<file path="src/rtl/config_mult_pkg.sv">
// Shared types and constants for the config_multiplier operand path.
package config_mult_pkg;

  localparam int unsigned FULL_W = 8;
  localparam int unsigned HALF_W = 4;

  typedef logic [1:0] lane_mask_t;

  typedef enum logic {
    IDLE     = 1'b0,
    LOW_HELD = 1'b1
  } packer_state_t;

  localparam lane_mask_t MASK_FULL  = 2'b11;
  localparam lane_mask_t MASK_LANE0 = 2'b01;

endpackage

</file>
<file path="src/rtl/config_lane_reduce.sv">
// Reduces a WIDTH-bit signed element to a WIDTH/2-bit two's complement lane.
// CONFIG_PACKER_SAT_EN selects saturation; otherwise the low bits are kept (wrap).
import config_mult_pkg::*;

module config_lane_reduce #(
  parameter int unsigned WIDTH = FULL_W,
  parameter int unsigned HALF  = WIDTH / 2
) (
  input  logic [WIDTH-1:0] elem,
  output logic [HALF-1:0]  lane
);

`ifdef CONFIG_PACKER_SAT_EN
  // Value fits in HALF bits when all bits from the lane sign bit upward agree.
  logic [WIDTH-HALF:0] top;
  assign top = elem[WIDTH-1:HALF-1];

  always_comb begin
    lane = elem[HALF-1:0];
    if (!((&top) || !(|top))) begin
      if (elem[WIDTH-1]) lane = {1'b1, {(HALF-1){1'b0}}};
      else               lane = {1'b0, {(HALF-1){1'b1}}};
    end
  end
`else
  logic unused_hi;
  assign unused_hi = ^elem[WIDTH-1:HALF];
  assign lane      = elem[HALF-1:0];
`endif

endmodule

</file>
<file path="src/rtl/config_operand_packer.sv">
// Streaming operand packer: passes full-width elements or packs two half lanes per word.
// Lane saturation is enabled by defining CONFIG_PACKER_SAT_EN.
import config_mult_pkg::*;

module config_operand_packer #(
  parameter int unsigned WIDTH = FULL_W
) (
  input  logic             clk,
  input  logic             rst_n,
  input  logic             halvedPrecision,
  input  logic             in_valid,
  output logic             in_ready,
  input  logic [WIDTH-1:0] in_multiplier,
  input  logic [WIDTH-1:0] in_multiplicand,
  input  logic             in_last,
  output logic             out_valid,
  input  logic             out_ready,
  output logic [WIDTH-1:0] out_multiplier,
  output logic [WIDTH-1:0] out_multiplicand,
  output logic             out_halvedPrecision,
  output lane_mask_t       out_lane_mask,
  output logic             out_last
);

  localparam int unsigned HW = WIDTH / 2;

  packer_state_t state_q;
  logic          mode_q;
  logic [HW-1:0] held_mr_q, held_md_q;
  logic [HW-1:0] lane_mr, lane_md;
  logic          out_free, flush_pending, accept;

  config_lane_reduce #(.WIDTH(WIDTH), .HALF(HW)) u_reduce_mr (.elem(in_multiplier),   .lane(lane_mr));
  config_lane_reduce #(.WIDTH(WIDTH), .HALF(HW)) u_reduce_md (.elem(in_multiplicand), .lane(lane_md));

  // A full-mode element arriving while a low lane is held must first push that lane out alone.
  assign out_free      = !out_valid || out_ready;
  assign flush_pending = (state_q == LOW_HELD) && in_valid && !halvedPrecision;
  assign in_ready      = out_free && !flush_pending;
  assign accept        = in_valid && in_ready;

  always_ff @(posedge clk or negedge rst_n) begin
    if (!rst_n) begin
      state_q             <= IDLE;
      mode_q              <= 1'b0;
      held_mr_q           <= '0;
      held_md_q           <= '0;
      out_valid           <= 1'b0;
      out_multiplier      <= '0;
      out_multiplicand    <= '0;
      out_halvedPrecision <= 1'b0;
      out_lane_mask       <= '0;
      out_last            <= 1'b0;
    end else begin
      if (out_valid && out_ready) out_valid <= 1'b0;
      case (state_q)
        IDLE: begin
          if (accept) begin
            mode_q <= halvedPrecision;
            if (!halvedPrecision) begin
              out_valid           <= 1'b1;
              out_multiplier      <= in_multiplier;
              out_multiplicand    <= in_multiplicand;
              out_halvedPrecision <= 1'b0;
              out_lane_mask       <= MASK_FULL;
              out_last            <= in_last;
            end else if (in_last) begin
              out_valid           <= 1'b1;
              out_multiplier      <= {HW'(0), lane_mr};
              out_multiplicand    <= {HW'(0), lane_md};
              out_halvedPrecision <= 1'b1;
              out_lane_mask       <= MASK_LANE0;
              out_last            <= 1'b1;
            end else begin
              held_mr_q <= lane_mr;
              held_md_q <= lane_md;
              state_q   <= LOW_HELD;
            end
          end
        end
        LOW_HELD: begin
          if (flush_pending && out_free) begin
            out_valid           <= 1'b1;
            out_multiplier      <= {HW'(0), held_mr_q};
            out_multiplicand    <= {HW'(0), held_md_q};
            out_halvedPrecision <= mode_q;
            out_lane_mask       <= MASK_LANE0;
            out_last            <= 1'b0;
            held_mr_q           <= '0;
            held_md_q           <= '0;
            state_q             <= IDLE;
          end else if (accept) begin
            out_valid           <= 1'b1;
            out_multiplier      <= {lane_mr, held_mr_q};
            out_multiplicand    <= {lane_md, held_md_q};
            out_halvedPrecision <= mode_q;
            out_lane_mask       <= MASK_FULL;
            out_last            <= in_last;
            held_mr_q           <= '0;
            held_md_q           <= '0;
            state_q             <= IDLE;
          end
        end
        default: state_q <= IDLE;
      endcase
    end
  end

endmodule
</file>
<file path="config.mk">
export PLATFORM = sky130hd
export DESIGN_NAME = config_operand_packer
export DESIGN_NICKNAME = d
export VERILOG_FILES = /design/src/rtl/config_mult_pkg.sv /design/src/rtl/config_lane_reduce.sv /design/src/rtl/config_operand_packer.sv
export SDC_FILE = /design/constraint.sdc
export NUM_CORES = 1
export LEC_CHECK = 0
export BUFFER_PORTS_ARGS = -buffer_cell sky130_fd_sc_hd__buf_2
export CORE_MARGIN = 1
export CORE_UTILIZATION = 41
export CTS_CLUSTER_DIAMETER = 40
export DETAILED_ROUTE_END_ITERATION = 12
export GPL_ROUTABILITY_DRIVEN = 0
export PLACE_DENSITY = 0.78
export SLEW_MARGIN = 0
export SYNTH_ARGS = -nofsm -noshare
export SYNTH_HDL_FRONTEND = slang
export SYNTH_SLANG_ARGS = --single-unit
</file>
<file path="constraint.sdc">
create_clock -name clk -period 2.2 [get_ports clk]
set_input_delay 0.22 -clock clk [delete_from_list [all_inputs] [get_ports clk]]
set_output_delay 0.22 -clock clk [all_outputs]
set_load 0.1 [all_outputs]
</file>
=== Yosys cells after proc, flatten, opt, wreduce, memory -nomap -nowiden ===
Cells that the tools add are included.

* Flip-flop bits (word level): 31
* Input port bits: 22
* Output and inout bits: 22
* Word-level logic and storage cells: 81

* Equality and inequality tests: 5
* Mux-type cells: 52
* Bitwise operators: 1
* Reduce and logical (&&, ||, !) cells: 13

{| class="wikitable"
|+ Operators with widths
! kind !! number
|-
| 8-bit 2-to-1 mux || 10
|-
| 4-bit 2-to-1 mux || 8
|-
| 8-bit one-hot mux with 2 select lines || 2
|-
| 1-bit 2-to-1 mux || 20
|-
| 4-bit one-hot mux with 2 select lines || 2
|-
| 2-bit 2-to-1 mux || 5
|-
| 1-bit one-hot mux with 2 select lines || 4
|-
| 1-bit logical AND || 6
|-
| 2-bit != test (second input constant) || 3
|-
| 2-bit one-hot mux with 2 select lines || 1
|-
| 4-bit AND reduction || 1
|-
| 1-bit zero test || 3
|-
| 3-bit by 1-bit != test with 1-bit output (second input constant) || 1
|-
| 3-bit != test (second input constant) || 1
|-
| 3-bit AND reduction || 1
|-
| 2-bit AND reduction || 1
|-
| 1-bit logical OR || 1
|-
| 1-bit NOT || 1
|}

=== Logic depth before layout (Yosys ltp) ===
Gate-level depths: netlist of the first run.

* Depth after elaboration: 8
* Gate-level depth with buffers: 5
* Mapped depth without buffers: 3

=== Cells and area by module ===
From an unflattened synthesis of the first run, not the netlist that was laid out.

* Cell total of the unflattened synthesis: 172
* Area, all modules: 1,750.4 um2

{| class="wikitable"
|+ By module, submodules not included
! module !! instances !! cells an instance !! area an instance (um2) !! seq. area each (um2)
|-
| config_operand_packer || 1 || 164 || 1,690.4 || 775.7
|-
| config_lane_reduce || 2 || 4 || 30.0 || 0.0
|}

=== Worst setup path after synthesis of the first run ===
OpenSTA, ideal clock, no wires.

* Path kind: reg-to-output
* Start point: reg out_valid
* End point: out in_ready
* Arrival: 3,330 ps
* Required time: 1,980 ps
* Setup slack: -1,350 ps
* Cell stages (with the launch flop): 4
* Path buffers: 1
* Cells stage by stage: dfrtp_1 > nand2b_1 > buf_2 > a21boi_0

* Cells in the longest elaborated chain, start to end: 3

{| class="wikitable"
|+ Ends and longest elaborated chain
! what !! RTL line !! source
|-
| from (decl) || config_operand_packer.sv:16 || <nowiki>output logic out_valid,</nowiki>
|-
| from (signal assigned) || config_operand_packer.sv:48 || <nowiki>out_valid <= 1'b0;</nowiki>
|-
| from (signal assigned) || config_operand_packer.sv:55 || <nowiki>if (out_valid && out_ready) out_valid <= 1'b0;</nowiki>
|-
| from (signal assigned) || config_operand_packer.sv:61 || <nowiki>out_valid <= 1'b1;</nowiki>
|-
| 1-bit zero test || config_operand_packer.sv:37 || <nowiki>assign out_free = !out_valid || out_ready;</nowiki>
|-
| 1-bit logical OR || config_operand_packer.sv:37 ||
|-
| 1-bit logical AND || config_operand_packer.sv:39 || <nowiki>assign in_ready = out_free && !flush_pending;</nowiki>
|-
| to (decl) || config_operand_packer.sv:12 || <nowiki>output logic in_ready,</nowiki>
|}

Every way passes these cells.

=== Worst setup path in the final report of the first run ===
Same ends and word-level chain as after synthesis.

==> flow_summary_export.csv, run 1 <==
group,metric,value,unit
status,status,"finished, final reports clean",
critical_path,reg2reg_to,"out_multiplier[3]",
clock_network,post_cts_buffers,0,
synthesis,yosysTopAreaCell,"dfrtp_1",
hold_path,hp-start,"in_valid",
floorplanning,start_util,43.9,%
grt,antenna_found_initial,0,
hold_path,hold_class,"input pin to register",
route,num_vias,1056,
clock_network,numClockSinks,31,
route,ant_nets,0,
critical_path,worstPathMaxFanout,10,
clock_network,insertion_delay,0.33,ns
floorplanning,core,3420,µm²
route,wl,2.96,mm
finish,diodes,0,
synthesis,synth.distinct_cells,26,
synthesis,synth-seq-area-share,51.7,%
power_and_ir_drop,powerDensity,1290,nW/µm²
critical_path,cp-end-kind,"output pin",
clock_network,cts_root_buf,"clkbuf_4",
synthesis,yosys_register_bits,31,
hold_path,min_to,"out_valid",
job,drv_cap,0,
grt,grt_pass1_wl,5.09,mm
route,firstDrtPassIters,3,
sta,slew_headroom,54.6,%
synthesis,syn_nets,134,
grt,grt_pass1_vias,1116,
route,viasPerCell,5.18,
critical_path,path_cells,"nand2b_1 > a21boi_4 > buf_2",
critical_path,required,1.98,ns
clock_network,clock_tree.buffer_depth,2,
critical_path,arrival,1.71,ns
critical_path,timing_worst_setup_path_type,"register to output pin",
critical_path,slowest_stage,"buf_2",
floorplanning,rows,21,
clock_network,h-tree-depth,2,
finish,drive_gt1_share,50.6,%
clock_network,cts_made_buffers,5,
finish,nets,179,
route,drc,0,
finish,fillerInstances,304,
grt,gr-total-overflow,0,
critical_path,startpoint_type,"register",
critical_path,slowest_delay,0.44,ns
synthesis,yosysWarnings,0,
critical_path,rrSetupSlack,0.48,ns
power_and_ir_drop,vdd_drop_max,0.000705,V
sta,slew_viol_final,0,
sta,finalSetupTns,0,ns
sta,setup_viol,0,
synthesis,synth_area_per_cell,13.4,µm²
floorplanning,io_pins,44,
floorplanning,dieArea,3910,µm²
synthesis,syn_area,1500,µm²
synthesis,syn_inst,112,
grt,grt_max_degree,32,
sta,fin_crit,1.93,ns
sta,fin_crit_sh,88.0,%
critical_path,cp_num_buf_inv,1,
critical_path,worst_r2r_path_depth,3,
sta,tightest_slew,0.681,ns
route,wl_per_cell,14.5,µm
critical_path,crit_start,"out_valid",
floorplanning,die_y,62.5,µm
clock_network,cts_tree,"done",
synthesis,synth.top_cell.area_share,51.7,%
power_and_ir_drop,power,2.33,mW
floorplanning,die_w,62.5,µm
grt,grt.total_usage,17.2,%
route,drt_iter0_drc,21,
sta,max_freq,517,MHz
hold_path,hold_depth,3,
sta,hold_viol,0,
critical_path,cp_top_family,"buffers and inverters",
critical_path,timing.rr.start,"state_q",
place,io_buffers,43,
power_and_ir_drop,leakage,0.950,nW
sta,grt_setup_unrepaired,"false",
place,place.detailed.hpwl,2.10,mm
finish,area_delta_synth_final,20.4,%
synthesis,synth.area.top_cells,"dfrtp_1 (52%), mux2_2 (14%), mux2_4 (8.0%)",
sta,fin_skew,0.00494,ns
clock_network,path_clk_slew,0.09,ns
[layout make-up]
| class | instances | area (µm²) | area share, % |
|---|---|---|---|
| clock buffer | 7 | 45.0 | 2.49 |
| clock inverter | 1 | 5.00 | 0.277 |
| inverter | 2 | 7.51 | 0.416 |
| multi-input combinational | 72 | 683 | 37.8 |
| sequential | 31 | 776 | 42.9 |
| tap | 46 | 57.6 | 3.19 |
| timing repair buffer | 45 | 233 | 12.9 |
[worst max path at each step]
stage,to,slack [ns],cells past startpoint
after detailed placement,out_multiplier[4],0.50,3
after global placement,out_multiplier[4],0.53,3
after floorplan,in_ready,0.25,3
after global routing,in_ready,0.20,3
final,in_ready,0.27,3
after CTS,in_ready,0.25,3
[through the flow]
step	setup slack (ns)	cell area, µm²	utilization [%]	instances	hold slack, ns
after floorplan	0.248	1510	-	112	-0.0756
after detailed placement	0.496	1750	51.1	195	0.297
after CTS	0.254	1810	52.9	204	0.195
after global routing	0.198	1810	52.9	204	0.230
final	0.265	1810	52.9	204	0.216
after global placement	0.532	1750	51.1	195	0.288
[where the power goes]
group / leakage (nW) / switching, mW / internal, mW
registers: 0.383 / 0.0816 / 0.715
logic: 0.538 / 0.933 / 0.282
clock network: 0.0293 / 0.189 / 0.124
total: 0.950 / 1.20 / 1.12
[Yosys cell counts]
cell / number
a32oi_1: 1
nor2b_1: 9
and2b_1: 1
nand3b_1: 1
o211a_1: 1
a21boi_0: 1
a22o_1: 8
nand3_1: 1
inv_1: 2
mux2_2: 19
or3b_4: 1
nand3_4: 1
nand4_1: 1
dfrtp_1: 31
a21o_1: 8
clkbuf_1: 4
mux2_4: 8
and2_1: 2
a2bb2oi_1: 1
nand2_1: 2
nand2b_1: 2
nor2_1: 1
buf_2: 2
o221ai_1: 2
buf_12: 1
o21a_1: 1
[state kept, by name (all words and copies together), names as in the netlist, 2 cells and up]
register          flops
out_multiplicand      8
out_multiplier        8
held_md_q             4
held_mr_q             4
out_lane_mask         2
[layout by cell type, fill, tap and decap left out, drive strengths merged, types with 2 or more instances in the layout]
| cell type | count |
|---|---|
| a21o | 8 |
| a22o | 8 |
| and2 | 2 |
| buf | 44 |
| clkbuf | 7 |
| dfrtp | 31 |
| inv | 2 |
| mux2 | 27 |
| nand2 | 2 |
| nand2b | 2 |
| nand3 | 2 |
| nor2b | 9 |
| o221ai | 2 |
[timing repair]
action                                  in CTS  in global routing
endpoints found under the setup margin       0                  0
endpoints found under the hold margin       31                  0
hold buffers                                 1                  0
resized for setup                            0                  0
[per-layer routing]
| metal | global-route usage (%) | wire length, µm | vias to the layer above |
|---|---|---|---|
| li1 | - | - | 499 |
| met1 | 19.1 | 1260 | 517 |
| met2 | 28.5 | 1460 | 32 |
| met3 | 6.02 | 150 | 8 |
| met4 | 9.59 | 82 | 0 |
| met5 | 0 | 0 | - |
[worst reg2reg max path: cells and delay by family, from the launching register on]
family | cells | cell delay (ns)
simple gates | 2 | 0.75
flops | 1 | 0.49
mux | 1 | 0.38
[cells by family (layout without fill, tap and decap cells)]
family	after synthesis	in the layout	share of synthesized area [%]
flops	31	31	51.7
mux	27	27	22.3
compound gates	23	23	12.7
simple gates	22	22	9.84
buf+inv	9	55	3.50
No activity file was read; power rests on OpenSTA's default activity.
==> run 2, diff against run 1 <==
--- a/config.mk
+++ b/config.mk
@@ -12,6 +12,8 @@
 export DETAILED_ROUTE_END_ITERATION = 12
 export GPL_ROUTABILITY_DRIVEN = 0
 export PLACE_DENSITY = 0.78
+export REMOVE_ABC_BUFFERS = 1
+export SKIP_CTS_REPAIR_TIMING = 1
 export SLEW_MARGIN = 0
 export SYNTH_ARGS = -nofsm -noshare
 export SYNTH_HDL_FRONTEND = slang
==> flow_summary_export.csv, run 2 (synthesized netlist as in run 1, its figures left out) <==
group,metric,value,unit
route,drc,0,
power_and_ir_drop,p_sw,1.20,mW
floorplanning,rows,21,
floorplanning,start_util,43.9,%
finish,drive_gt1_share,51.0,%
clock_network,path_clk_slew,0.09,ns
power_and_ir_drop,powerDensity,1300,nW/µm²
floorplanning,io_pins,44,
grt,antenna_found_initial,0,
sta,slew_headroom,54.7,%
power_and_ir_drop,swShare,51.3,%
hold_path,hold_class,"input pin to register",
critical_path,slowest_stage,"buf_2",
floorplanning,core,3420,µm²
power_and_ir_drop,power.share.clock,14.3,%
route,num_vias,1044,
place,io_buffers,43,
finish,mostFrequentLayoutCells,"buf_2 (43), dfrtp_1 (31), mux2_2 (19)",
clock_network,numClockSinks,31,
finish,nets,179,
power_and_ir_drop,power_frac_seq,33.9,%
floorplanning,die_w,62.5,µm
sta,slew_viol_final,0,
grt,grt.total_usage,16.5,%
floorplanning,dieArea,3910,µm²
critical_path,required,1.98,ns
critical_path,rrSetupSlack,0.57,ns
critical_path,path_cells,"nand2b_1 > a21boi_0 > buf_2",
clock_network,cts_tree,"done",
status,status,"finished, final reports clean",
clock_network,cts_made_buffers,5,
sta,hold_viol,0,
critical_path,slowest_delay,0.46,ns
floorplanning,die_y,62.5,µm
power_and_ir_drop,vdd_drop_max,0.000585,V
finish,final_common_cell,"buf_2",
clock_network,cts_root_buf,"clkbuf_4",
critical_path,crit_end,"in_ready",
sta,grt_setup_unrepaired,"false",
clock_network,h-tree-depth,2,
critical_path,timing.rr.start,"out_valid",
route,ant_nets,0,
critical_path,arrival,1.70,ns
sta,fin_crit_sh,87.4,%
power_and_ir_drop,power,2.34,mW
grt,grt_max_degree,32,
grt,gr-total-overflow,0,
route,drt_iter0_drc,33,
sta,setup_viol,0,
power_and_ir_drop,leakage,0.948,nW
power_and_ir_drop,pwr-share-comb,51.8,%
job,drv_cap,0,
finish,top_regs,"out_multiplicand x8, out_multiplier x8",
clock_network,insertion_delay,0.32,ns
power_and_ir_drop,power.internal,1.14,mW
route,viasPerCell,5.14,
sta,tightest_slew,0.679,ns
critical_path,timing_worst_setup_path_type,"register to output pin",
critical_path,startpoint_type,"register",
sta,max_freq,520,MHz
critical_path,cp-end-kind,"output pin",
finish,diodes,0,
sta,hold_slack,0.212,ns
route,firstDrtPassIters,4,
critical_path,worstPathMaxFanout,10,
route,wl,2.98,mm
grt,grt_pass1_vias,1066,
finish,area_delta_synth_final,20.1,%
critical_path,worst_r2r_path_depth,3,
grt,grt_pass1_wl,5.02,mm
place,place.detailed.hpwl,2.06,mm
clock_network,clock_tree.buffer_depth,2,
sta,fin_skew,0.00791,ns
critical_path,crit_start,"out_valid",
route,wl_per_cell,14.7,µm
critical_path,reg2reg_to,"held_mr_q[0]",
sta,fin_crit,1.92,ns
==> run 2: cell count changes in the layout (fill, tap and decap cells not counted), sizes merged <==
| cell | change |
|---|---|
| clkbuf | -1 |
==> run 2: worst max-delay path: cells and delay by family (launching register included) <==
kind / cells / cell delay [ns]
flip-flops: 1 / 0.38
buffers and inverters: 1 / 0.46
AND/OR/NAND/NOR: 1 / 0.31
AO/OA/AOI/OAI: 1 / 0.24
==> run 2: layout make-up <==
class	count	area [µm²]
clock buffers	6	51.3
flip-flops and latches	31	776
clock inverters	1	5.00
inverters	2	7.51
repair buffers	45	233
multi-input cells	72	672
well taps	46	57.6
fillers	325	1610
==> run 2: stage by stage <==
stage / TNS [ns] / worst slack [ns] / instances / area (µm²) / util [%]
2_1_floorplan: -1.42 / -1.42 / 105 / 1460 / -
3_3_place_gp: 0 / 0.628 / 195 / 1740 / 50.8
3_5_place_dp: 0 / 0.590 / 195 / 1740 / 50.8
4_1_cts: 0 / 0.266 / 202 / 1790 / 52.5
5_1_grt: 0 / 0.190 / 203 / 1800 / 52.7
6_report: 0 / 0.276 / 203 / 1800 / 52.7
==> run 2: worst min-delay path by stage <==
stage | from | endpoint | cells after the start
2_1_floorplan | rst_n | held_md_q[0] | 0
3_3_place_gp | rst_n | out_multiplier[7] | 1
3_5_place_dp | rst_n | out_multiplier[3] | 1
4_1_cts | rst_n | out_multiplier[3] | 1
5_1_grt | in_valid | out_valid | 3
6_report | in_valid | out_valid | 3
==> run 2: power groups by stage <==
stage	registers (mW)	clock network (mW)	logic (mW)
after floorplan	1.53	0	0.281
after global placement	0.796	0	1.20
after detailed placement	0.808	0	1.22
after CTS	0.798	0.343	1.22
after global routing	0.818	0.366	1.26
final	0.796	0.335	1.21
==> run 2: layer usage <==
layer | wire (µm) | vias to the layer above | track usage (%)
met3 | 176 | 4 | 5.84
met4 | 32 | 0 | 4.36
li1 | - | 496 | -
met1 | 1350 | 516 | 20.7
met5 | 0 | - | 0
met2 | 1420 | 28 | 27.0
